### src/rtl/score_ctrl.sv
// Score keeper for a one-button game: press/hold scoring, freeze on game over,
// high-score tracking and a glitch-free sequential BCD converter for the display.
module score_ctrl #(
    parameter int SCORE_MAX   = 255,
    parameter int HOLD_FRAMES = 8
) (
    input  logic       i_clk,
    input  logic       i_rst,
    input  logic       i_frame_tick,
    input  logic       i_move,
    input  logic       i_game_over,
    input  logic       i_restart,
    output logic [7:0] o_score,
    output logic [7:0] o_high_score,
    output logic [3:0] o_hundreds,
    output logic [3:0] o_tens,
    output logic [3:0] o_ones,
    output logic       o_bcd_valid,
    output logic       o_frozen
);

    localparam int              HW        = $clog2(HOLD_FRAMES);
    localparam logic [HW-1:0]   HOLD_LAST = HW'(HOLD_FRAMES - 1);
    localparam logic [7:0]      SCORE_TOP = 8'(SCORE_MAX);

    typedef enum logic {
        ST_RUN    = 1'b0,
        ST_FROZEN = 1'b1
    } game_state_t;

    typedef enum logic [1:0] {
        CV_IDLE  = 2'd0,
        CV_LOAD  = 2'd1,
        CV_SHIFT = 2'd2
    } conv_state_t;

    game_state_t r_game_state;
    game_state_t w_game_next;
    conv_state_t r_conv_state;
    conv_state_t w_conv_next;

    logic [7:0]    r_score;
    logic [7:0]    r_high_score;
    logic [HW-1:0] r_hold;
    logic          r_prev_move;

    logic [7:0]    w_score_next;
    logic [7:0]    w_score_inc;
    logic [HW-1:0] w_hold_next;
    logic          w_score_chg;
    logic          w_play_tick;
    logic          w_freeze_edge;

    logic [7:0]    r_bin;
    logic [11:0]   r_bcd;
    logic [2:0]    r_cnt;
    logic [3:0]    r_hundreds;
    logic [3:0]    r_tens;
    logic [3:0]    r_ones;
    logic          r_bcd_valid;

    logic [11:0]   w_bcd_adj;
    logic [11:0]   w_bcd_step;
    logic [7:0]    w_bin_step;

    // ---------------- game FSM ----------------
    always_ff @(posedge i_clk) begin
        if (i_rst) begin
            r_game_state <= ST_RUN;
        end else begin
            r_game_state <= w_game_next;
        end
    end

    always_comb begin
        w_game_next = r_game_state;
        if (i_restart) begin
            w_game_next = ST_RUN;
        end else if (r_game_state == ST_RUN && i_game_over) begin
            w_game_next = ST_FROZEN;
        end
    end

    always_comb begin
        w_freeze_edge = (r_game_state == ST_RUN) && i_game_over && !i_restart;
        w_play_tick   = (r_game_state == ST_RUN) && i_frame_tick && !i_game_over && !i_restart;
    end

    assign o_frozen = (r_game_state == ST_FROZEN);

    // ---------------- score datapath ----------------
    assign w_score_inc = (r_score == SCORE_TOP) ? r_score : r_score + 8'd1;

    always_comb begin
        w_score_next = r_score;
        w_hold_next  = r_hold;
        if (i_restart) begin
            w_score_next = 8'd0;
            w_hold_next  = '0;
        end else if (w_play_tick) begin
            if (i_move && !r_prev_move) begin
                w_score_next = w_score_inc;
                w_hold_next  = '0;
            end else if (i_move) begin
                if (r_hold == HOLD_LAST) begin
                    w_score_next = w_score_inc;
                    w_hold_next  = '0;
                end else begin
                    w_hold_next = r_hold + HW'(1);
                end
            end else begin
                w_hold_next = '0;
            end
        end
    end

    assign w_score_chg = (w_score_next != r_score);

    always_ff @(posedge i_clk) begin
        if (i_rst) begin
            r_score      <= 8'd0;
            r_high_score <= 8'd0;
            r_hold       <= '0;
            r_prev_move  <= 1'b0;
        end else begin
            r_score <= w_score_next;
            r_hold  <= w_hold_next;
            if (i_frame_tick) begin
                r_prev_move <= i_move;
            end
            if (w_freeze_edge && (r_score > r_high_score)) begin
                r_high_score <= r_score;
            end
        end
    end

    assign o_score      = r_score;
    assign o_high_score = r_high_score;

    // ---------------- BCD converter FSM ----------------
    // Conversion is loaded on the same edge the score changes, so a new score
    // always restarts from LOAD and a stale result can never be published.
    always_ff @(posedge i_clk) begin
        if (i_rst) begin
            r_conv_state <= CV_IDLE;
        end else begin
            r_conv_state <= w_conv_next;
        end
    end

    always_comb begin
        w_conv_next = r_conv_state;
        if (w_score_chg) begin
            w_conv_next = CV_LOAD;
        end else begin
            case (r_conv_state)
                CV_LOAD:  w_conv_next = CV_SHIFT;
                CV_SHIFT: w_conv_next = (r_cnt == 3'd7) ? CV_IDLE : CV_SHIFT;
                default:  w_conv_next = CV_IDLE;
            endcase
        end
    end

    function automatic logic [3:0] add3(input logic [3:0] d);
        return (d >= 4'd5) ? d + 4'd3 : d;
    endfunction

    always_comb begin
        w_bcd_adj  = {add3(r_bcd[11:8]), add3(r_bcd[7:4]), add3(r_bcd[3:0])};
        w_bcd_step = {w_bcd_adj[10:0], r_bin[7]};
        w_bin_step = {r_bin[6:0], 1'b0};
    end

    // Digit outputs only change on the final shift, so they never show a partial value.
    always_ff @(posedge i_clk) begin
        if (i_rst) begin
            r_bin       <= 8'd0;
            r_bcd       <= 12'd0;
            r_cnt       <= 3'd0;
            r_hundreds  <= 4'd0;
            r_tens      <= 4'd0;
            r_ones      <= 4'd0;
            r_bcd_valid <= 1'b1;
        end else if (w_score_chg) begin
            r_bin <= w_score_next;
            r_bcd <= 12'd0;
            r_cnt <= 3'd0;
        end else begin
            case (r_conv_state)
                CV_LOAD: begin
                    r_bcd_valid <= 1'b0;
                    r_cnt       <= 3'd0;
                end
                CV_SHIFT: begin
                    r_bcd <= w_bcd_step;
                    r_bin <= w_bin_step;
                    r_cnt <= r_cnt + 3'd1;
                    if (r_cnt == 3'd7) begin
                        r_hundreds  <= w_bcd_step[11:8];
                        r_tens      <= w_bcd_step[7:4];
                        r_ones      <= w_bcd_step[3:0];
                        r_bcd_valid <= 1'b1;
                    end
                end
                default: begin
                    r_cnt <= 3'd0;
                end
            endcase
        end
    end

    assign o_hundreds  = r_hundreds;
    assign o_tens      = r_tens;
    assign o_ones      = r_ones;
    assign o_bcd_valid = r_bcd_valid;

endmodule

### config.mk
export PLATFORM = sky130hd
export DESIGN_NAME = score_ctrl
export DESIGN_NICKNAME = d
export VERILOG_FILES = /design/src/rtl/score_ctrl.sv
export SDC_FILE = /design/constraint.sdc
export NUM_CORES = 1
export LEC_CHECK = 0
export CORE_UTILIZATION = 53
export CTS_BUF_LIST = sky130_fd_sc_hd__clkbuf_8
export CTS_CLUSTER_DIAMETER = 30
export DETAILED_ROUTE_END_ITERATION = 10
export PLACE_DENSITY_LB_ADDON = 0.08
export SETUP_SLACK_MARGIN = 0.05
export SLEW_MARGIN = 20
export SYNTH_ARGS = -nofsm -noshare
export SYNTH_HDL_FRONTEND = slang
export SYNTH_SLANG_ARGS = --single-unit
### constraint.sdc
create_clock -name i_clk -period 6.6 [get_ports i_clk]
set_input_delay 0.99 -clock i_clk [delete_from_list [all_inputs] [get_ports i_clk]]
set_output_delay 0.99 -clock i_clk [all_outputs]
set_load 0.02 [all_outputs]
After elaboration in Yosys (flattened, before gate mapping)
Index checks and enable logic that the tools add are counted.
{"block": "word_totals", "register_bits": 59, "inputBits": 6}
{"block": "op_classes", "n_mux": 19, "addsub": 6, "order_cmp": 4, "eq_ne": 7, "n_bitwise": 3, "reduce_logical": 17}
{"operator": "8-bit 2-to-1 mux", "count": 8}
{"operator": "4-bit by 3-bit greater-or-equal comparator with 1-bit output, second input constant", "count": 3}
{"operator": "3-bit 2-to-1 mux", "count": 4}
{"operator": "4-bit by 2-bit adder with 4-bit output, second input constant", "count": 2}
{"operator": "8-bit by 1-bit adder with 8-bit output, second input constant", "count": 1}
{"operator": "8-bit equality test, second input constant", "count": 1}
{"operator": "8-bit > comparator", "count": 1}
{"operator": "4-bit 2-to-1 mux", "count": 2}
{"operator": "8-bit inequality test", "count": 1}
{"operator": "1-bit logical AND", "count": 7}
{"operator": "3-bit by 1-bit adder with 3-bit output, second input constant", "count": 2}
{"operator": "3-bit equality test, second input constant", "count": 2}
{"operator": "3-bit AND reduction", "count": 2}
{"operator": "2-bit one-hot mux with 2 select lines", "count": 1}
{"operator": "2-bit nonzero test", "count": 2}
{"operator": "2-bit OR reduction", "count": 2}
{"operator": "3-bit by 2-bit adder with 3-bit output, second input constant", "count": 1}
{"operator": "1-bit logical NOT", "count": 3}
{"operator": "1-bit inverter", "count": 3}
{"operator": "3-bit OR reduction", "count": 1}
{"operator": "2-bit by 1-bit equality test with 1-bit output, second input constant", "count": 1}
{"operator": "2-bit equality test, second input constant", "count": 1}
{"operator": "1-bit 2-to-1 mux", "count": 2}
{"operator": "2-bit 2-to-1 mux", "count": 1}
{"operator": "2 further kinds", "count": 2}

Depth between registers and ports, before layout
{"block": "logic_depth", "depth_word": 10, "mapped_depth": 9}

Worst setup path before layout
Ideal clock, no wire load.
{"block": "synth_path", "kind": "input port to flip-flop", "from": "in i_frame_tick", "to": "reg r_hundreds[1], in the netlist o_hundreds[1]", "path_slack_ns": 4.216, "path_buffers": 2, "stages": 7, "arrival_ns": 2.270, "cell_sequence": "nor4b_2 and3_1 buf_2 a211oi_4 buf_8 mux2i_1 nor2_1"}
{"block": "synth_via", "elab_chain_cells": 8}
{"item": "start, declared", "line": "9", "rtl": "input logic i_frame_tick,"}
{"item": "1-bit logical AND (3 in a row)", "line": "86", "rtl": "w_play_tick = (r_game_state == ST_RUN) && i_frame_tick && !i_game_over && !i_restart;"}
{"item": "8-bit 2-to-1 mux", "line": "100", "rtl": "end else if (w_play_tick) begin"}
{"item": "8-bit 2-to-1 mux", "line": "97", "rtl": "if (i_restart) begin"}
{"item": "8-bit inequality test", "line": "117", "rtl": "assign w_score_chg = (w_score_next != r_score);"}
{"item": "1-bit inverter (no source line)"}
{"item": "3-bit AND reduction (no source line)"}
{"item": "end signal, assigned", "line": "199", "rtl": "r_hundreds <= w_bcd_step[11:8];"}
{"item": "end, declared", "line": "57", "rtl": "logic [3:0] r_hundreds;"}
Every way passes these cells.
A chain may end at the register's enable or synchronous reset.

Worst setup path in the final report
{"block": "layout_path", "from": "in i_restart", "to": "reg r_conv_state[1]"}
{"block": "layout_via", "elab_chain_cells": 6}
{"item": "start, declared", "line": "12", "rtl": "input logic i_restart,"}
{"item": "1-bit logical NOT", "line": "86"}
{"item": "1-bit logical AND", "line": "86"}
{"item": "8-bit 2-to-1 mux", "line": "100"}
{"item": "8-bit 2-to-1 mux *", "line": "97"}
{"item": "8-bit inequality test *", "line": "117"}
{"item": "2-bit OR reduction (no source line) *"}
{"item": "end signal, assigned", "line": "147", "rtl": "r_conv_state <= w_conv_next;"}
{"item": "end, declared", "line": "39", "rtl": "conv_state_t r_conv_state;"}
Mark *: on every way between the ends. The rest lies on a longest branch, timed or not.

==> results.txt <==
----------------------------------------------------
[Worst setup path]
  Critical path start-end classification ... primary input to flop
  Element type at the critical path end ... flop
  Critical-path maximum fanout ... 14
  Capturing instance or port of the critical path ... r_conv_state[1]$_SDFF_PP0_
  Launching element of the worst setup path ... i_restart
  Length in cells of the worst reg-to-reg path ... 6
  Data required, critical path ... 6.85 ns
  Capturing point of the worst reg2reg path ... r_conv_state[1]$_SDFF_PP0_
  R2r setup slk ... 3.66 ns
  Startpoint types ... primary input
  Arrival time of data at the critical path endpoint ... 3.51 ns
  Reg-to-Reg Start ... o_score[1]$_SDFF_PP0_

[Global routing]
  Overall overflow remaining after global route ... 0
  Total global routing track utilization ... 21.3%
  Largest net degree at the start of global routing ... 46
  Vias in the first global route ... 2241
  Antenna violations before repair ... 0
  Wire length of the first global-routing pass ... 10100 um

[Cells and area]
  Fraction of final layout cells with drive strength greater than 1 ... 8.47%
  Area growth from synthesis to layout ... 19.1%
  N_diodes ... 0
  Share of the core filled with cells in the final layout ... 65.4%
  Net count, final ... 400

[Floorplanning]
  Total die area ... 6010 um2
  Boundary pin count ... 36
  Die width ... 77.5 um
  Area of the core ... 5510 um2
  Core Rows ... 27
  Height of the chip ... 77.5 um
  Starting Density ... 54.9%

[Clock network]
  Max clock buf depth ... 2
  Count of hold-fix buffers inserted at cts ... 0
  CTS-repair resized insts ... 0
  Worst-skew pair later-pin latency ... 0.33 ns
  Clk sink count ... 59
  TritonCTS clock tree ... built
  TritonCTS buffer count ... 9
  Register clock-pin slew on the reported worst setup and hold paths ... 0.07 ns
  Root Driver ... sky130_fd_sc_hd__clkbuf_8
  Number of buffers added for setup after CTS ... 0
  Number of H-tree levels ... 3

[Placed design]
  Post-detail-place hpwl ... 4030 um
  Input/output buffers ... 35
  GP Congestion ... 0.866

[Logic synthesis]
  Yosys Warn Count ... 0
  Total nets after synthesis ... 367
  Dominant cell type by area after synthesis ... sky130_fd_sc_hd__dfxtp_1
  Mean area per synthesized cell ... 8.89 um2
  Post-Synthesis Cell Area ... 3020 um2
  Synthesized netlist cell count ... 340
  Proportion of synthesized flip-flops having asynchronous set or reset ... 0%
  Biggest area contributors in the synthesized netlist ... sky130_fd_sc_hd__dfxtp_1 39%, sky130_fd_sc_hd__mux2i_1 11%, sky130_fd_sc_hd__ha_1 8.7%, sky130_fd_sc_hd__nor2_1 5.6%, sky130_fd_sc_hd__nand2b_1 4.1%
  Area fraction of the dominant cell type after synthesis ... 39.1%
  Top flip-flop cell by instance count after synthesis ... sky130_fd_sc_hd__dfxtp_1
  Number of different library cells in the post-synthesis netlist ... 40
  Number of synthesized flops with an enable pin ... 0
  Post-synthesis register bit count ... 59
  Sequential area share after synthesis ... 39.1%

[STA]
  Setup violators final ... 0
  Total negative setup slack ... 0 ns
  Period minus WS final ... 3.26 ns
  Final period utilization ... 49.4%
  Final hold slack ... 0.433 ns
  Unrepaired setup endpoints after global routing ... no
  Final Hold Vio Count ... 0
  Max Clock Skew ... 0.00828 ns
  Worst slew margin relative to its limit ... 34.7%
  Max Clk Rate ... 307 MHz
  Max-slew violation count ... 0
  Worst slew pin tran ... 0.976 ns

[Routing]
  Antenna viol nets, final ... 0
  Post-detailed-routing wire length ... 5840 um
  First-pass detailed-route iteration total ... 4
  Via density per instance ... 5.30
  Detailed Route Iter0 Violations ... 90
  Via Count ... 2383
  Average routed wire per standard cell ... 13.0 um
  DRC violation count after routing ... 0

[Job]
  Number of max-cap violations ... 0

[Power and ir drop]
  Leakage power of the design ... 1.29 nW
  Pwr/cell area ... 202 nW/um2
  Peak supply drop ... 0.135 mV

[Status]
  Outcome ... complete, no violations

[Hold path]
  Worst hold-check path type ... flop to flop

----------------------------------------------------
layer usage:
| metal | wire length [um] | share of wire [%] | global-route usage [%] |
|---|---|---|---|
| met5 | 0 | 0 | 0 |
| met4 | 90 | 1.5 | 10.8 |
| met3 | 142 | 2.4 | 4.12 |
| met2 | 2610 | 45 | 34.4 |
| met1 | 3000 | 51 | 27.1 |
cells in the final DEF (no fill, tap or decap), types with 2 or more instances in the layout:
cell / n
sky130_fd_sc_hd__nor3_1: 7
sky130_fd_sc_hd__ha_1: 21
sky130_fd_sc_hd__nand4_1: 2
sky130_fd_sc_hd__or2_2: 2
sky130_fd_sc_hd__o21ai_0: 6
sky130_fd_sc_hd__and3_1: 4
sky130_fd_sc_hd__a211oi_2: 2
sky130_fd_sc_hd__clkdlybuf4s50_1: 35
sky130_fd_sc_hd__mux2i_1: 32
sky130_fd_sc_hd__or3_1: 2
sky130_fd_sc_hd__a21o_1: 3
sky130_fd_sc_hd__clkbuf_8: 12
sky130_fd_sc_hd__nand3_1: 8
sky130_fd_sc_hd__nand2_1: 27
sky130_fd_sc_hd__a211oi_1: 2
sky130_fd_sc_hd__nand3b_1: 2
sky130_fd_sc_hd__nand2b_1: 20
sky130_fd_sc_hd__a22oi_1: 4
sky130_fd_sc_hd__nor2_2: 2
sky130_fd_sc_hd__a311oi_1: 4
sky130_fd_sc_hd__nor4_1: 3
sky130_fd_sc_hd__buf_4: 2
sky130_fd_sc_hd__o31ai_1: 4
sky130_fd_sc_hd__mux2_2: 4
sky130_fd_sc_hd__o211ai_1: 2
sky130_fd_sc_hd__xnor2_1: 7
sky130_fd_sc_hd__dfxtp_1: 59
sky130_fd_sc_hd__a21boi_0: 2
sky130_fd_sc_hd__a21oi_1: 21
sky130_fd_sc_hd__inv_1: 20
sky130_fd_sc_hd__nor2_1: 45
sky130_fd_sc_hd__clkinv_2: 2
sky130_fd_sc_hd__nor3b_1: 3
where the power goes:
part / total [mW] / internal, mW / leakage (nW) / switching [mW]
sequential: 0.358 / 0.357 / 0.476 / 0.00116
combinational: 0.0216 / 0.00811 / 0.705 / 0.0135
clock: 0.346 / 0.204 / 0.108 / 0.142
critical path: stages:
cell and delay (ns):
sky130_fd_sc_hd__clkdlybuf4s50_1 0.57, sky130_fd_sc_hd__nor4b_2 0.09, sky130_fd_sc_hd__and3_1 0.25, sky130_fd_sc_hd__a21oi_1 0.78, sky130_fd_sc_hd__nand2b_1 0.53, sky130_fd_sc_hd__nor3_1 0.30
kinds of logic after synthesis:
group / synth area share [%]
AO/OA/AOI/OAI: 11.3
AND/OR/NAND/NOR: 21.3
multiplexers: 12.1
flip-flops: 39.1
buffers and inverters: 5.46
adder cells (fa/ha/maj): 8.69
XOR/XNOR: 2.03
layout make-up:
class                      count  area, um2
clock buffer                  12        165
clock inverter                 4       47.5
fill                         472       1900
inverter                      20       75.1
multi-input combinational    246       1680
sequential                    59       1180
tap                           72       90.1
timing repair buffer          37        365
flip-flops by register name, indices dropped and copies added (netlist names):
signal,flops
o_bcd_valid,1
o_frozen,1
o_high_score,8
o_hundreds,4
o_ones,4
o_score,8
o_tens,4
r_bcd,12
r_bin,8
r_cnt,3
r_conv_state,2
r_hold,3
r_prev_move,1
metrics by stage:
step                      power (mW)  instances  instance area (um2)  setup slack [ns]
after floorplan                0.381        340                 3020              4.22
after global placement         0.387        434                 3390              3.12
after detailed placement       0.388        434                 3390              3.02
after CTS                      0.733        450                 3600              3.33
after global routing           0.750        450                 3600              3.08
final                          0.726        450                 3600              3.34
worst min path at each step:
stage | startpoint | endpoint | slack (ns) | depth (start not counted)
6_report | r_cnt[0]$_SDFF_PP0_ | r_cnt[0]$_SDFF_PP0_ | 0.43 | 1
4_1_cts | r_cnt[0]$_SDFF_PP0_ | r_cnt[0]$_SDFF_PP0_ | 0.44 | 1
3_5_place_dp | r_cnt[0]$_SDFF_PP0_ | r_cnt[0]$_SDFF_PP0_ | 0.42 | 1
5_1_grt | r_cnt[0]$_SDFF_PP0_ | r_cnt[0]$_SDFF_PP0_ | 0.45 | 1
2_1_floorplan | r_cnt[0]$_SDFF_PP0_ | r_cnt[0]$_SDFF_PP0_ | 0.40 | 1
3_3_place_gp | r_cnt[0]$_SDFF_PP0_ | r_cnt[0]$_SDFF_PP0_ | 0.42 | 1
Yosys cell counts, types with 6 or more instances:
cell / n
sky130_fd_sc_hd__a21oi_1: 21
sky130_fd_sc_hd__clkbuf_1: 7
sky130_fd_sc_hd__dfxtp_1: 59
sky130_fd_sc_hd__ha_1: 21
sky130_fd_sc_hd__inv_1: 20
sky130_fd_sc_hd__mux2i_1: 32
sky130_fd_sc_hd__nand2_1: 27
sky130_fd_sc_hd__nand2b_1: 20
sky130_fd_sc_hd__nand3_1: 8
sky130_fd_sc_hd__nor2_1: 45
sky130_fd_sc_hd__nor3_1: 7
sky130_fd_sc_hd__o21ai_0: 6
sky130_fd_sc_hd__xnor2_1: 7
(Power assumes the default switching activity.)
